===== src/rtl/subc_pkg.sv =====
// rtl/subc_pkg.sv - shared word, response and input-stage types for the SUBC32 scheduler
package subc_pkg;

  localparam int WORD_W   = 32;
  localparam int ID_MAX_W = 4;

  typedef logic [WORD_W-1:0] word_t;

  // The id field is sized for the largest supported NREQ (16); the top uses the low IDW bits.
  typedef struct packed {
    word_t               diff;
    logic                ge;
    logic [ID_MAX_W-1:0] id;
  } rsp_t;

  typedef struct packed {
    word_t               a;
    word_t               b;
    logic [ID_MAX_W-1:0] id;
  } in_stage_t;

endpackage


===== src/rtl/subc32.sv =====
// rtl/subc32.sv - 32-bit subtractor core: wx = x_a - x_b, cout = carry out (x_a >= x_b)
module SUBC32 (
  input  logic [31:0] x_a,
  input  logic [31:0] x_b,
  output logic [31:0] wx,
  output logic        cout
);

  assign {cout, wx} = {1'b0, x_a} + {1'b0, ~x_b} + 33'd1;

endmodule


===== src/rtl/subc32_rr_sched_rr_arbiter.sv =====
// rtl/subc32_rr_sched_rr_arbiter.sv - combinational round-robin arbiter, search starts at ptr
module rr_arbiter #(
  parameter int NREQ = 4,
  parameter int IDW  = $clog2(NREQ)
) (
  input  logic [NREQ-1:0] req,
  input  logic [IDW-1:0]  ptr,
  input  logic            en,
  output logic [NREQ-1:0] gnt,
  output logic [IDW-1:0]  gnt_idx,
  output logic            any
);

  logic           w_found;
  logic [IDW-1:0] w_idx;

  always_comb begin
    w_found = 1'b0;
    w_idx   = '0;
    for (int k = 0; k < NREQ; k++) begin
      if (!w_found && req[(int'(ptr) + k) % NREQ]) begin
        w_found = 1'b1;
        w_idx   = IDW'((int'(ptr) + k) % NREQ);
      end
    end
  end

  assign any     = en & w_found;
  assign gnt_idx = w_idx;
  assign gnt     = any ? (NREQ'(1) << w_idx) : '0;

endmodule


===== src/rtl/subc32_rr_sched.sv =====
// rtl/subc32_rr_sched.sv - round-robin share of one SUBC32 among NREQ requesters
// SUBC_INREG_EN adds an input register stage ahead of SUBC32 (latency 2 instead of 1).
module subc32_rr_sched
  import subc_pkg::*;
#(
  parameter int NREQ = 4,
  parameter int IDW  = $clog2(NREQ),
  parameter int CNTW = 16
) (
  input  logic                 clk,
  input  logic                 rst_n,
  input  logic [NREQ-1:0]      req_valid,
  output logic [NREQ-1:0]      req_ready,
  input  logic [NREQ*32-1:0]   req_a,
  input  logic [NREQ*32-1:0]   req_b,
  output logic                 rsp_valid,
  input  logic                 rsp_ready,
  output logic [31:0]          rsp_diff,
  output logic                 rsp_ge,
  output logic [IDW-1:0]       rsp_id,
  output logic [CNTW-1:0]      op_cnt
);

  logic [IDW-1:0]      r_rr_ptr;
  rsp_t                r_rsp;
  logic                r_rsp_valid;
  logic [CNTW-1:0]     r_op_cnt;

  logic                w_out_free;
  logic                w_drain;
  logic                w_arb_en;
  logic [NREQ-1:0]     w_gnt;
  logic [IDW-1:0]      w_gnt_idx;
  logic                w_accept;
  logic [IDW-1:0]      w_ptr_nxt;
  word_t               w_sel_a;
  word_t               w_sel_b;
  logic [ID_MAX_W-1:0] w_gnt_id;
  word_t               w_sub_a;
  word_t               w_sub_b;
  word_t               w_sub_wx;
  logic                w_sub_cout;
  rsp_t                w_sub_rsp;
  logic                w_out_load_v;
  logic                w_unused_id;

  assign w_drain    = r_rsp_valid & rsp_ready;
  assign w_out_free = ~r_rsp_valid | rsp_ready;

  rr_arbiter #(
    .NREQ (NREQ),
    .IDW  (IDW)
  ) u_arb (
    .req     (req_valid),
    .ptr     (r_rr_ptr),
    .en      (w_arb_en),
    .gnt     (w_gnt),
    .gnt_idx (w_gnt_idx),
    .any     (w_accept)
  );

  assign req_ready = w_gnt;
  assign w_ptr_nxt = (w_gnt_idx == IDW'(NREQ - 1)) ? '0 : w_gnt_idx + 1'b1;
  assign w_gnt_id  = ID_MAX_W'(w_gnt_idx);

  // One-hot grant mux; selects zero when nothing is granted.
  always_comb begin
    w_sel_a = '0;
    w_sel_b = '0;
    for (int i = 0; i < NREQ; i++) begin
      if (w_gnt[i]) begin
        w_sel_a = req_a[32*i +: 32];
        w_sel_b = req_b[32*i +: 32];
      end
    end
  end

`ifdef SUBC_INREG_EN
  in_stage_t r_in;
  logic      r_in_valid;
  logic      w_in_free;

  assign w_in_free    = ~r_in_valid | w_out_free;
  assign w_arb_en     = rst_n & w_in_free;
  assign w_sub_a      = r_in.a;
  assign w_sub_b      = r_in.b;
  assign w_out_load_v = r_in_valid;
  assign w_sub_rsp    = '{diff: w_sub_wx, ge: w_sub_cout, id: r_in.id};

  always_ff @(posedge clk) begin
    if (!rst_n) begin
      r_in_valid <= 1'b0;
      r_in       <= '0;
    end else if (w_in_free) begin
      r_in_valid <= w_accept;
      if (w_accept) begin
        r_in <= '{a: w_sel_a, b: w_sel_b, id: w_gnt_id};
      end
    end
  end
`else
  assign w_arb_en     = rst_n & w_out_free;
  assign w_sub_a      = w_sel_a;
  assign w_sub_b      = w_sel_b;
  assign w_out_load_v = w_accept;
  assign w_sub_rsp    = '{diff: w_sub_wx, ge: w_sub_cout, id: w_gnt_id};
`endif

  SUBC32 u_subc (
    .x_a  (w_sub_a),
    .x_b  (w_sub_b),
    .wx   (w_sub_wx),
    .cout (w_sub_cout)
  );

  always_ff @(posedge clk) begin
    if (!rst_n) begin
      r_rsp_valid <= 1'b0;
      r_rsp       <= '0;
      r_op_cnt    <= '0;
      r_rr_ptr    <= '0;
    end else begin
      if (w_drain) begin
        r_op_cnt <= r_op_cnt + 1'b1;
      end
      if (w_accept) begin
        r_rr_ptr <= w_ptr_nxt;
      end
      if (w_out_free) begin
        r_rsp_valid <= w_out_load_v;
        if (w_out_load_v) begin
          r_rsp <= w_sub_rsp;
        end
      end
    end
  end

  assign rsp_valid   = r_rsp_valid;
  assign rsp_diff    = r_rsp.diff;
  assign rsp_ge      = r_rsp.ge;
  assign rsp_id      = r_rsp.id[IDW-1:0];
  assign op_cnt      = r_op_cnt;
  assign w_unused_id = ^r_rsp.id;

endmodule

===== config.mk =====
export PLATFORM = sky130hd
export DESIGN_NAME = subc32_rr_sched
export DESIGN_NICKNAME = d
export VERILOG_FILES = /design/src/rtl/subc_pkg.sv /design/src/rtl/subc32.sv /design/src/rtl/subc32_rr_sched_rr_arbiter.sv /design/src/rtl/subc32_rr_sched.sv
export SDC_FILE = /design/constraint.sdc
export NUM_CORES = 1
export LEC_CHECK = 0
export CORE_MARGIN = 2
export CORE_UTILIZATION = 40
export DETAILED_ROUTE_END_ITERATION = 10
export PLACE_DENSITY = 0.83
export SLEW_MARGIN = 20
export SYNTH_ARGS = -nofsm -noshare
export SYNTH_HDL_FRONTEND = slang
export SYNTH_HIERARCHICAL = 1
export SYNTH_SLANG_ARGS = --single-unit

===== constraint.sdc =====
create_clock -name clk -period 10.48 [get_ports clk]
set_input_delay 2.62 -clock clk [delete_from_list [all_inputs] [get_ports clk]]
set_output_delay 2.62 -clock clk [all_outputs]
set_load 0.05 [all_outputs]

Word level (Yosys, flattened, before mapping)
Index checks and enable logic that the tools add are counted.
{"block": "op_classes", "add_sub_neg": 7, "mul": 0, "div_mod_pow": 0, "magnitude_cmp": 4, "n_eq_ne": 1, "shifts": 1, "mux": 29, "bitwise": 9, "n_reduce_logical": 10}
{"cell": "$mux 32", "n": 8}
{"cell": "$add 32x32->33", "n": 1}
{"cell": "$add 33x1->33 const B", "n": 1}
{"cell": "$not 32->32", "n": 1}
{"cell": "$add 16x1->16 const B", "n": 1}
{"cell": "$lt 3x4->1 const B", "n": 3}
{"cell": "$mux 1", "n": 11}
{"cell": "$mux 2", "n": 5}
{"cell": "$bmux 1 s2", "n": 4}
{"cell": "$reduce_or 2->1", "n": 3}
{"cell": "$add 2x1->2 const B", "n": 2}
{"cell": "$add 2x2->2 const B", "n": 2}
{"cell": "$mux 4", "n": 1}
{"cell": "$shl 1x2->4 const A", "n": 1}
{"cell": "$and 1x1->1", "n": 3}
{"cell": "$and 1x1->1 const A", "n": 3}
{"cell": "$logic_and 1x1->1", "n": 3}
{"cell": "$logic_not 1->1", "n": 3}
{"cell": "$lt 2x3->1 const B", "n": 1}
{"cell": "$eq 2x2->1 const B", "n": 1}
{"cell": "$reduce_and 2->1", "n": 1}
{"cell": "$not 1->1", "n": 1}
{"cell": "$or 1x1->1", "n": 1}
{"block": "totals", "register_bits": 54, "latch_bits": 0, "ram_bits": 0, "rom_bits": 0, "in_bits": 263, "output_inout_bits": 56, "wordCells": 67, "memories": 0}

Logic depth before layout (Yosys ltp)
Gate-level depths: netlist (run 1).
{"block": "depth", "word_depth": 23, "mapped_depth": 22, "mapped_depth_nobuf": 20}

Modules after synthesis
Netlist (run 1), hierarchy kept.
{"mod": "subc32_rr_sched", "n_inst": 1, "cells_per_inst": 550, "area_each_um2": 3897.5, "seq_area_each_um2": 1081.0}
{"mod": "SUBC32", "n_inst": 1, "cells_per_inst": 244, "area_each_um2": 1700.4, "seq_area_each_um2": 0.0}
{"mod": "rr_arbiter", "n_inst": 1, "cells_per_inst": 19, "area_each_um2": 143.9, "seq_area_each_um2": 0.0}

Least setup slack after synthesis (run 1)
Ideal clock, no wire load.
{"block": "synth_path", "path_kind": "input to register", "startpoint": "input port req_valid[2]", "endpoint": "register r_rsp (netlist bit rsp_diff[25])", "setup_ns": 0.132, "t_arrival_ns": 7.552, "required_time_ns": 10.348, "path_slack_ns": 2.795, "cell_stages": 20, "n_path_buf": 2, "cell_sequence": "nor2b_4 > o32a_1 > nor3b_1 > nor2b_1 > clkbuf_1 > clkbuf_1 > a221oi_1 > o31ai_1 > inv_1 > ha_1 > nor2b_1 > o31ai_2 > a21oi_1 > o21a_1 > o41a_1 > a41oi_1 > o31ai_1 > xor2_1 > nand2_1 > a21oi_1"}
{"block": "synth_between", "elab_chain_len": 21, "word_cells_on_any_way": 40, "cone_classes": "2 x add/sub; 1 x shift; 28 x mux; 2 x bitwise; 7 x reduce/logical"}
{"item": "from (decl)", "line_no": "subc32_rr_sched.sv:12", "source": "input logic [NREQ-1:0] req_valid,"}
{"item": "$bmux 1 s2", "line_no": "subc32_rr_sched_rr_arbiter.sv:21", "source": "if (!w_found && req[(int'(ptr) + k) % NREQ]) begin"}
{"item": "$mux 1 (not written as such)", "line_no": "subc32_rr_sched_rr_arbiter.sv:21"}
{"item": "$mux 1", "line_no": "subc32_rr_sched_rr_arbiter.sv:21"}
{"item": "$logic_not 1->1", "line_no": "subc32_rr_sched_rr_arbiter.sv:21"}
{"item": "$logic_and 1x1->1", "line_no": "subc32_rr_sched_rr_arbiter.sv:21"}
{"item": "$mux 1", "line_no": "subc32_rr_sched_rr_arbiter.sv:21"}
{"item": "$logic_not 1->1", "line_no": "subc32_rr_sched_rr_arbiter.sv:21"}
{"item": "$logic_and 1x1->1", "line_no": "subc32_rr_sched_rr_arbiter.sv:21"}
{"item": "[4 not listed]"}
{"item": "named net w_gnt_idx[1]", "line_no": "subc32_rr_sched.sv:33", "source": "logic [IDW-1:0] w_gnt_idx;"}
{"item": "[1 not listed]"}
{"item": "$mux 4 (*)", "line_no": "subc32_rr_sched_rr_arbiter.sv:30", "source": "assign gnt = any ? (NREQ'(1) << w_idx) : '0;"}
{"item": "named net req_ready[0]", "line_no": "subc32_rr_sched.sv:13", "source": "output logic [NREQ-1:0] req_ready,"}
{"item": "$mux 32 (*) (4 in a row)", "line_no": "subc32_rr_sched.sv:71", "source": "if (w_gnt[i]) begin"}
{"item": "named net w_sel_b[1]", "line_no": "subc32_rr_sched.sv:37", "source": "word_t w_sel_b;"}
{"item": "$not 32->32 (*)", "line_no": "subc32.sv:9", "source": "assign {cout, wx} = {1'b0, x_a} + {1'b0, ~x_b} + 33'd1;"}
{"item": "$add 32x32->33 (*)", "line_no": "subc32.sv:9"}
{"item": "$add 33x1->33 (*)", "line_no": "subc32.sv:9"}
{"item": "named net w_sub_wx[25]", "line_no": "subc32_rr_sched.sv:41", "source": "word_t w_sub_wx;"}
{"item": "to (signal assigned)", "line_no": "subc32_rr_sched.sv:132", "source": "r_rsp <= w_sub_rsp;"}
{"item": "to (decl)", "line_no": "subc32_rr_sched.sv:25", "source": "rsp_t r_rsp;"}
Mark *: on every way through the listed nets, which the timed path passes. The rest lies on a longest branch. The select of a mux whose other input is x is not followed.
A chain may end at the register's enable or synchronous reset.

Final worst setup path (run 1)
{"block": "layout_path", "startpoint": "input port rsp_ready", "endpoint": "output port req_ready[2]"}
{"block": "layout_between", "elab_chain_len": 4}
{"item": "from (decl)", "line_no": "subc32_rr_sched.sv:17", "source": "input logic rsp_ready,"}
{"item": "$or 1x1->1", "line_no": "subc32_rr_sched.sv:48", "source": "assign w_out_free = ~r_rsp_valid | rsp_ready;"}
{"item": "$and 1x1->1", "line_no": "subc32_rr_sched.sv:102", "source": "assign w_arb_en = rst_n & w_out_free;"}
{"item": "named net w_arb_en", "line_no": "subc32_rr_sched.sv:31", "source": "logic w_arb_en;"}
{"item": "$and 1x1->1", "line_no": "subc32_rr_sched_rr_arbiter.sv:28", "source": "assign any = en & w_found;"}
{"item": "named net w_accept", "line_no": "subc32_rr_sched.sv:34", "source": "logic w_accept;"}
{"item": "$mux 4", "line_no": "subc32_rr_sched_rr_arbiter.sv:30"}
{"item": "to (decl)", "line_no": "subc32_rr_sched.sv:13"}
The timed path passes the listed nets, and every way through them passes these cells.

==> results_dict.tcl, run 1 <==
set metrics [dict create \
    io_buffers 318 \
    yosys_warnings 6 \
    max_slew.worst_pin.slew_ns 0.920 \
    end_kind "output port" \
    place_hpwl_um 17700 \
    min_period_over_period_pct 77.2 \
    place_congestion 0.955 \
    synth_top_area_share_pct 18.8 \
    critical_path.most_common_cell "clkdlybuf4s50_1" \
    ant_nets 0 \
    maxCapViolCount 0 \
    grt_max_degree 79 \
    max_freq_ghz 0.124 \
    postCtsResizedCells 0 \
    drt-total-wl_um 22100 \
    synth_edf_count 0 \
    antenna_found_initial 0 \
    worstPathRequired_ns 7.86 \
    final_cells 1267 \
    fp.dieH_um 124 \
    hold_buffers 0 \
    yosys.area.top_type "dfxtp_1" \
    drive_above_1_share_pct 2.94 \
    arrival_ns 5.47 \
    path_clk_slew_ns 0.07 \
    syn_area_um2 5740 \
    p_leak_nw 3.37 \
    tns_ns 0 \
    critPathLaunchType "input pin" \
    layout_common_cells "clkdlybuf4s50_1 (318), nand2_1 (158), a21oi_1 (75), o31ai_1 (66), nor2b_1 (65)" \
    synthFlopType "dfxtp_1" \
    core-area_um2 13900 \
    final_core_util_pct 65.6 \
    cts_setup_buffers 0 \
    critPathTopFamily "buffers and inverters" \
    outcome "finished, final reports clean" \
    rsz0062_at_grt "false" \
    crit_buf_inv 3 \
    cts_tree "built" \
    die_area_um2 15300 \
    slowest_delay_ns 0.91 \
    yosysUniqueCellTypes 66 \
    syn_inst 813 \
    finClkSkew_ns 0.00449 \
    path_cells "clkdlybuf4s50_1 > nand2b_1 > and2_1 > o41ai_2 > inv_1 > and3_4 > clkdlybuf4s50_1" \
    period_minus_slack_ns 8.09 \
    syn-num-nets 1111 \
    vias 7021 \
    firstDrtPassIters 5 \
    setup_viol_count_final 0 \
    ir_drop_uv 82.9 \
    track_usage_pct 27.6 \
    overflow 0 \
    syn2layout_area_growth_pct 59.3 \
    critical_path.slowest_cell "clkdlybuf4s50_1" \
    fin_nets 1385 \
    clk_latency_ns 0.29 \
    via_per_inst 5.54 \
    maxSlewViolCount 0 \
    place_inst 1260 \
    ctsRootBufferMaster "clkbuf_16" \
    synth_seq_area_share_pct 18.8 \
    design_area_um2 9150 \
    cp_max_fo 64 \
    start_util_pct 41.2 \
    die_w_um 124 \
    async_flop_share_pct 0 \
    cts_buffers 5 \
    synth.area.top_cells "dfxtp_1 (19%), nand2_1 (10%), a221oi_1 (9.6%), o31ai_1 (8.6%), ha_1 (7.4%)" \
    total_power_mw 1.63 \
    grt_pass1_wl_um 33300 \
    fin_ws_ns 2.39 \
    pre_cts_ws_ns 2.45 \
    relSlewSlack_pct 38.6 \
    clockBufferDepth 2 \
    ctsHtreeMaxLevel 2 \
    ios 319 \
    num_rows 43 \
    diodes 0 \
    drc 0 \
    grt_pass1_vias 6638 \
    powerDensity_nw_per_um2 178 \
    placedInstanceArea_um2 9000 \
    postSynthAreaPerCell_um2 7.06 \
    synth-seq-cells 54 \
    worstSetupPathType "input pin to output port" \
    mostFrequentLayoutCell "clkdlybuf4s50_1" \
    routedWlPerCell_um 17.5 \
    drt-initial-drc-count 560 \
    hold_violations 0 \
    hold_path_class "flip-flop to flip-flop" \
    cts_sinks 54 \
    whs_ns 0.453 \
]
-- power by group --
group / switching (mW) / total [mW] / internal, mW
combinational: 0.690 / 1.19 / 0.505
sequential: 0.0245 / 0.274 / 0.249
clock: 0.0726 / 0.160 / 0.0873
-- cell usage after synthesis (all sizes together) (5+ instances only) --
master and instances:
a21o 13, a21oi 78, a221oi 63, buf 9, clkbuf 49, dfxtp 54
ha 34, inv 46, nand2 159, nand2b 5, nand3 11, nand4 9
nor2 28, nor2b 67, nor3 6, o21a 8, o21ai 16, o31ai 67
xnor2 16, xor2 22
-- tightest hold or removal path, delay by kind of cell, from the launching register on --
family / cells / cell delay [ns]
DFF: 1 / 0.31
and+or+nand+nor: 1 / 0.05
AOI/OAI and AO/OA: 1 / 0.05
-- routing by layer --
metal,part of all wire [%],track usage [%],up-vias
li1,-,-,3490
met1,44,36.5,3272
met2,49,47.7,243
met4,1.2,4.83,0
met5,0,0,-
met3,6.3,4.40,16
-- cell type report --
class                      instances  area, um2
timing repair buffer             325       3250
sequential                        54       1080
multi-input combinational        655       4280
tap                              180        225
clock inverter                     2       15.0
fill                            1273       4790
inverter                          46        173
clock buffer                       5        125
-- cell families (layout without fill, tap and decap cells) --
group	Yosys count	after routing	synth area share (%)
adders and majority gates	35	35	7.76
AOI/OAI and AO/OA	271	271	34.1
muxes	1	1	0.174
DFF	54	54	18.8
xor gates and xnor gates	38	38	5.80
and+or+nand+nor	310	310	26.2
buffers and inverters	104	378	7.10
-- state kept, by name, summed over array words and instances, names as in the netlist --
name,flops
rsp_valid,1
op_cnt,16
rsp_ge,1
rsp_diff,32
r_rr_ptr,2
rsp_id,2
-- final timing paths --
kind	start	to	slack (ns)	depth (start not counted)
max	rsp_ready	req_ready[2]	2.39	7
min	rsp_diff[23]	rsp_diff[23]	0.45	2
max reg2reg	r_rr_ptr[0]	rsp_diff[25]	5.15	20
min reg2reg	rsp_diff[23]	rsp_diff[23]	0.45	2
(Power assumes the default switching activity.)
==> inputs of run 2 (changes only) <==
--- a/config.mk
+++ b/config.mk
@@ -6,9 +6,9 @@
 export NUM_CORES = 1
 export LEC_CHECK = 0
 export CORE_MARGIN = 2
-export CORE_UTILIZATION = 40
+export CORE_UTILIZATION = 36
 export DETAILED_ROUTE_END_ITERATION = 10
-export PLACE_DENSITY = 0.83
+export PLACE_DENSITY = 0.79
 export SLEW_MARGIN = 20
 export SYNTH_ARGS = -nofsm -noshare
 export SYNTH_HDL_FRONTEND = slang
==> constraint.sdc (replaced) <==
create_clock -name clk -period 7.1 [get_ports clk]
set_input_delay 1.775 -clock clk [delete_from_list [all_inputs] [get_ports clk]]
set_output_delay 1.775 -clock clk [all_outputs]
set_load 0.05 [all_outputs]
==> results_dict.tcl, run 2 (same netlist as run 1, synthesis figures left out) <==
set metrics [dict create \
    outcome "finished, final reports clean" \
    place_congestion 0.888 \
    fp.dieH_um 130 \
    ant_nets 0 \
    hold_path_class "flip-flop to flip-flop" \
    drt-total-wl_um 22700 \
    cp_max_fo 23 \
    cts_setup_buffers 0 \
    core-area_um2 15700 \
    place_hpwl_um 18400 \
    io_buffers 318 \
    overflow 0 \
    tns_ns 0 \
    routedWlPerCell_um 17.3 \
    drc 0 \
    grt_max_degree 87 \
    worstSetupPathType "input pin to flip-flop" \
    clk_latency_ns 0.29 \
    worstRegToRegCells 20 \
    cts_buffers 5 \
    hold_buffers 0 \
    antenna_found_initial 2 \
    max_slew.worst_pin.slew_ns 1.00 \
    grt_pass1_wl_um 35000 \
    arrival_ns 6.59 \
    postCtsResizedCells 0 \
    fin_nets 1394 \
    max_freq_ghz 0.157 \
    worstPathRequired_ns 7.33 \
    total_power_mw 2.46 \
    end_kind "flip-flop" \
    layout_common_cells "clkdlybuf4s50_1 (318), nand2_1 (159), a21oi_1 (75), o31ai_1 (66), nor2b_1 (65)" \
    powerDensity_nw_per_um2 264 \
    via_per_inst 5.42 \
    track_usage_pct 26.0 \
    period_minus_slack_ns 6.37 \
    clockBufferDepth 2 \
    num_rows 46 \
    maxSlewViolCount 0 \
    cp-startpoint "req_valid[1]" \
    critPathLaunchType "input pin" \
    path_clk_slew_ns 0.08 \
    hold_violations 0 \
    start_util_pct 36.5 \
    mostFrequentLayoutCell "clkdlybuf4s50_1" \
    firstDrtPassIters 5 \
    die_w_um 130 \
    ir_drop_uv 134 \
    cts_sinks 54 \
    ios 319 \
    relSlewSlack_pct 33.2 \
    drive_above_1_share_pct 3.74 \
    largest_reg_flops 32 \
    syn2layout_area_growth_pct 62.6 \
    grt_pass1_vias 6909 \
    hp-start "rsp_diff[31]" \
    reg2reg_from "r_rr_ptr[0]" \
    cts_tree "built" \
    ctsHtreeMaxLevel 2 \
    finClkSkew_ns 0.00585 \
    vias 7128 \
    maxCapViolCount 0 \
    p_leak_nw 3.46 \
    setup_viol_count_final 0 \
    min_period_over_period_pct 89.7 \
    rsz0062_at_grt "false" \
    worstHoldPathCells 2 \
    ctsRootBufferMaster "clkbuf_16" \
    drt-initial-drc-count 362 \
    die_area_um2 17000 \
]
-- run 2: changes by cell type in the layout (fill, tap and decap cells not counted), sizes merged --
cell      previous run  this run
buf                  7        16
diode                0         1
bufinv               0         2
clkinvlp             2         0
clkinv               0         1
-- run 2: area by class of cell --
cell class	instances	area [um2]
Multi-Input combinational cell	655	4280
Clock buffer	5	125
Timing Repair Buffer	334	3340
Tap cell	216	270
Clock inverter	3	68.8
Inverter	46	173
Fill cell	1454	6370
Antenna cell	1	2.50
Sequential cell	54	1080
-- run 2: path summary, 6_finish.rpt --
path	endpoint	slack [ns]
max	rsp_diff[31]	0.73
min	rsp_diff[31]	0.45
max reg2reg	rsp_diff[31]	2.39
min reg2reg	rsp_diff[31]	0.45
-- run 2: critical path: stages --
cell and delay (ns):
clkdlybuf4s50_1 0.54, nand2b_1 0.16, a21oi_1 0.05, o32a_1 0.41, nor3b_1 0.25, buf_4 0.15
nor2b_4 0.20, buf_4 0.30, buf_4 0.34, a221oi_1 0.14, o31ai_1 0.32, inv_1 0.08
ha_1 0.38, a21o_1 0.19, a211oi_1 0.06, a31o_1 0.28, or3_1 0.39, a21oi_1 0.17
xor2_1 0.19, nand2_1 0.08, a21oi_1 0.12
-- run 2: layer usage --
| metal | vias up | track usage, % | wire length [um] |
|---|---|---|---|
| li1 | 3517 | - | - |
| met1 | 3292 | 29.9 | 8830 |
| met2 | 275 | 47.4 | 11500 |
| met3 | 44 | 5.21 | 1620 |
| met4 | 0 | 9.87 | 775 |
| met5 | - | 0 | 0 |
-- run 2: power breakdown --
group	internal (mW)	switching (mW)
logic	0.753	0.985
clock network	0.203	0.120
registers	0.368	0.0352
total	1.32	1.14
-- run 2: through the flow --
stage	utilization [%]	instance area, um2	instances	setup slack [ns]	hold WS, ns
after CTS	59.4	9340	1313	0.764	0.456
after global placement	58.2	9140	1305	0.472	0.441
final	59.4	9340	1314	0.733	0.454
after detailed placement	58.2	9140	1305	0.486	0.445
after floorplan	-	5740	813	0.261	0.527
after global routing	59.4	9340	1314	0.323	0.481
==> edit (config.mk and constraints of run 2) <==
The option `SUBC_INREG_EN` is turned on by a define.
--- a/src/rtl/subc32_rr_sched.sv
+++ b/src/rtl/subc32_rr_sched.sv
@@ -2,2 +2,4 @@
 // SUBC_INREG_EN adds an input register stage ahead of SUBC32 (latency 2 instead of 1).
+`define SUBC_INREG_EN
+
 module subc32_rr_sched
Check against the original RTL: not equivalent (Yosys sat finds a counterexample within 4 cycles, from zero or initial values and one cycle with rst_n low).
==> edit against run 2 <==
Design area is 28% higher. Wire length increased by 21%. Count of clock-buffer cells in the layout increased by 14. Sequential cell count rose by 67. Critical path type is now in2out. Power rose by 10%. Setup slack improved by 0.13 ns. Synthesized area is 41% higher. Final cell count is 22% higher.
==> edit: results (changes against run 2) <==
Layout
  • Area of the multi-input gates: 4890 um2 (+14%)
  • Multi-input gates: 728 (+11%)
  • Layout inverter count without the clock tree: 112 (+140%)
  • Register area: 2420 um2 (+120%)
  • ClkCell Share: 4.91% (+2.8 points)
  • Number of fill cells: 2080 (+43%)
  • Share of cells above drive strength 1: 4.92% (+1.2 points)
  • Non-clk buf share: 27.3% (-8.5 points)
  • Non-clk bufs: 328 (-1.8%)

STA
  • Setup Skew: 0.0104 ns (+0.00454 ns)
  • Post-route worst setup slack: 0.864 ns (+0.131 ns)
  • Rel. slew slack: 34.1% (+0.88 points)

Global routing
  • GR Util All Layers: 22.9% (-3.1 points)
  • Largest net degree at the start of global routing: 98 (+13%)
  • Antenna violations before repair: 1 (-1)
  • Number of global-route vias before repair: 8656 (+25%)
  • First-pass GRT wire length: 43.9 mm (+25%)

Clocking
  • Skew-Pair Late Insertion Delay: 0.42 ns (+0.13 ns)
  • CTS Buf Count: 17 (+12)
  • H-tree levels: 4 (+2)
  • Clk pin slew, worst setup/hold paths: 0.06 ns (-0.02 ns)

Drt
  • Vias per cell: 5.45 (+0.51%)
  • Iteration-0 DRC Markers: 543 (+50%)

Synthesis
  • Synth Area in XOR/XNOR: 4.12% (-1.7 points)
  • Most common library cells after synthesis: 121 x dfxtp_1, 112 x inv_1, 102 x nand2_1
  • Mux cell area share after synthesis: 0.620% (+0.45 points)
  • Compound-cell area share of the yosys netlist: 35.3% (+1.2 points)
  • Synth top area cells: dfxtp_1 30%, a221o_1 8.1%, a221oi_1 6.9%
  • Synthesized area per cell: 7.75 um2 (+9.7%)

Power and ir drop
  • Leakage Power: 4.81 nW (+39%)
  • Clock share of power: 31.4% (+18 points)
  • Sw frac: 35.7% (-11 points)
  • Int Power: 1.75 mW (+32%)
  • Peak VDD IR: 0.000122 V (-8.8%)

Placed design
  • GPL Wtd Cong: 0.895 (+0.78%)
  • Final HPWL DP: 20.2 mm (+9.9%)
  • DP Area: 11300 um2 (+24%)

Critical path
  • Crit path to: req_ready[2]
  • CP max FO: 33 (+43%)
  • Reg-to-reg critical path endpoint: w_sub_b[14]
  • R2R depth: 10 (-50%)
  • Crit path DAT: 4.46 ns (-2.13 ns)

Run status
  • Outcome: finished, final reports clean
## edit: per-layer routing
metal,vias to the layer above,routed length (um),GRT usage [%]
met5,-,0,0
met4,0,556,6.64
met3,42,2020,5.61
met2,351,13600,40.8
met1,4058,11300,27.3
li1,4284,-,-
## edit: how the worst min path moves through the flow
stage	to	slack [ns]	startpoint
final	rsp_diff[10]	0.45	rsp_diff[10]
after global routing	rsp_diff[23]	0.47	rsp_diff[23]
after CTS	rsp_diff[10]	0.45	rsp_diff[10]
after detailed placement	rsp_diff[10]	0.44	rsp_diff[10]
after global placement	rsp_diff[3]	0.44	rsp_diff[3]
after floorplan	rsp_id[0]	0.44	r_in[0]
## edit: critical path, cell delays in order
cell and delay [ns]:
clkdlybuf4s50_1 0.62, nand3b_1 0.20, and2_1 0.17, o41ai_2 0.15, inv_1 0.19, and3_4 0.46, clkdlybuf4s50_1 0.89
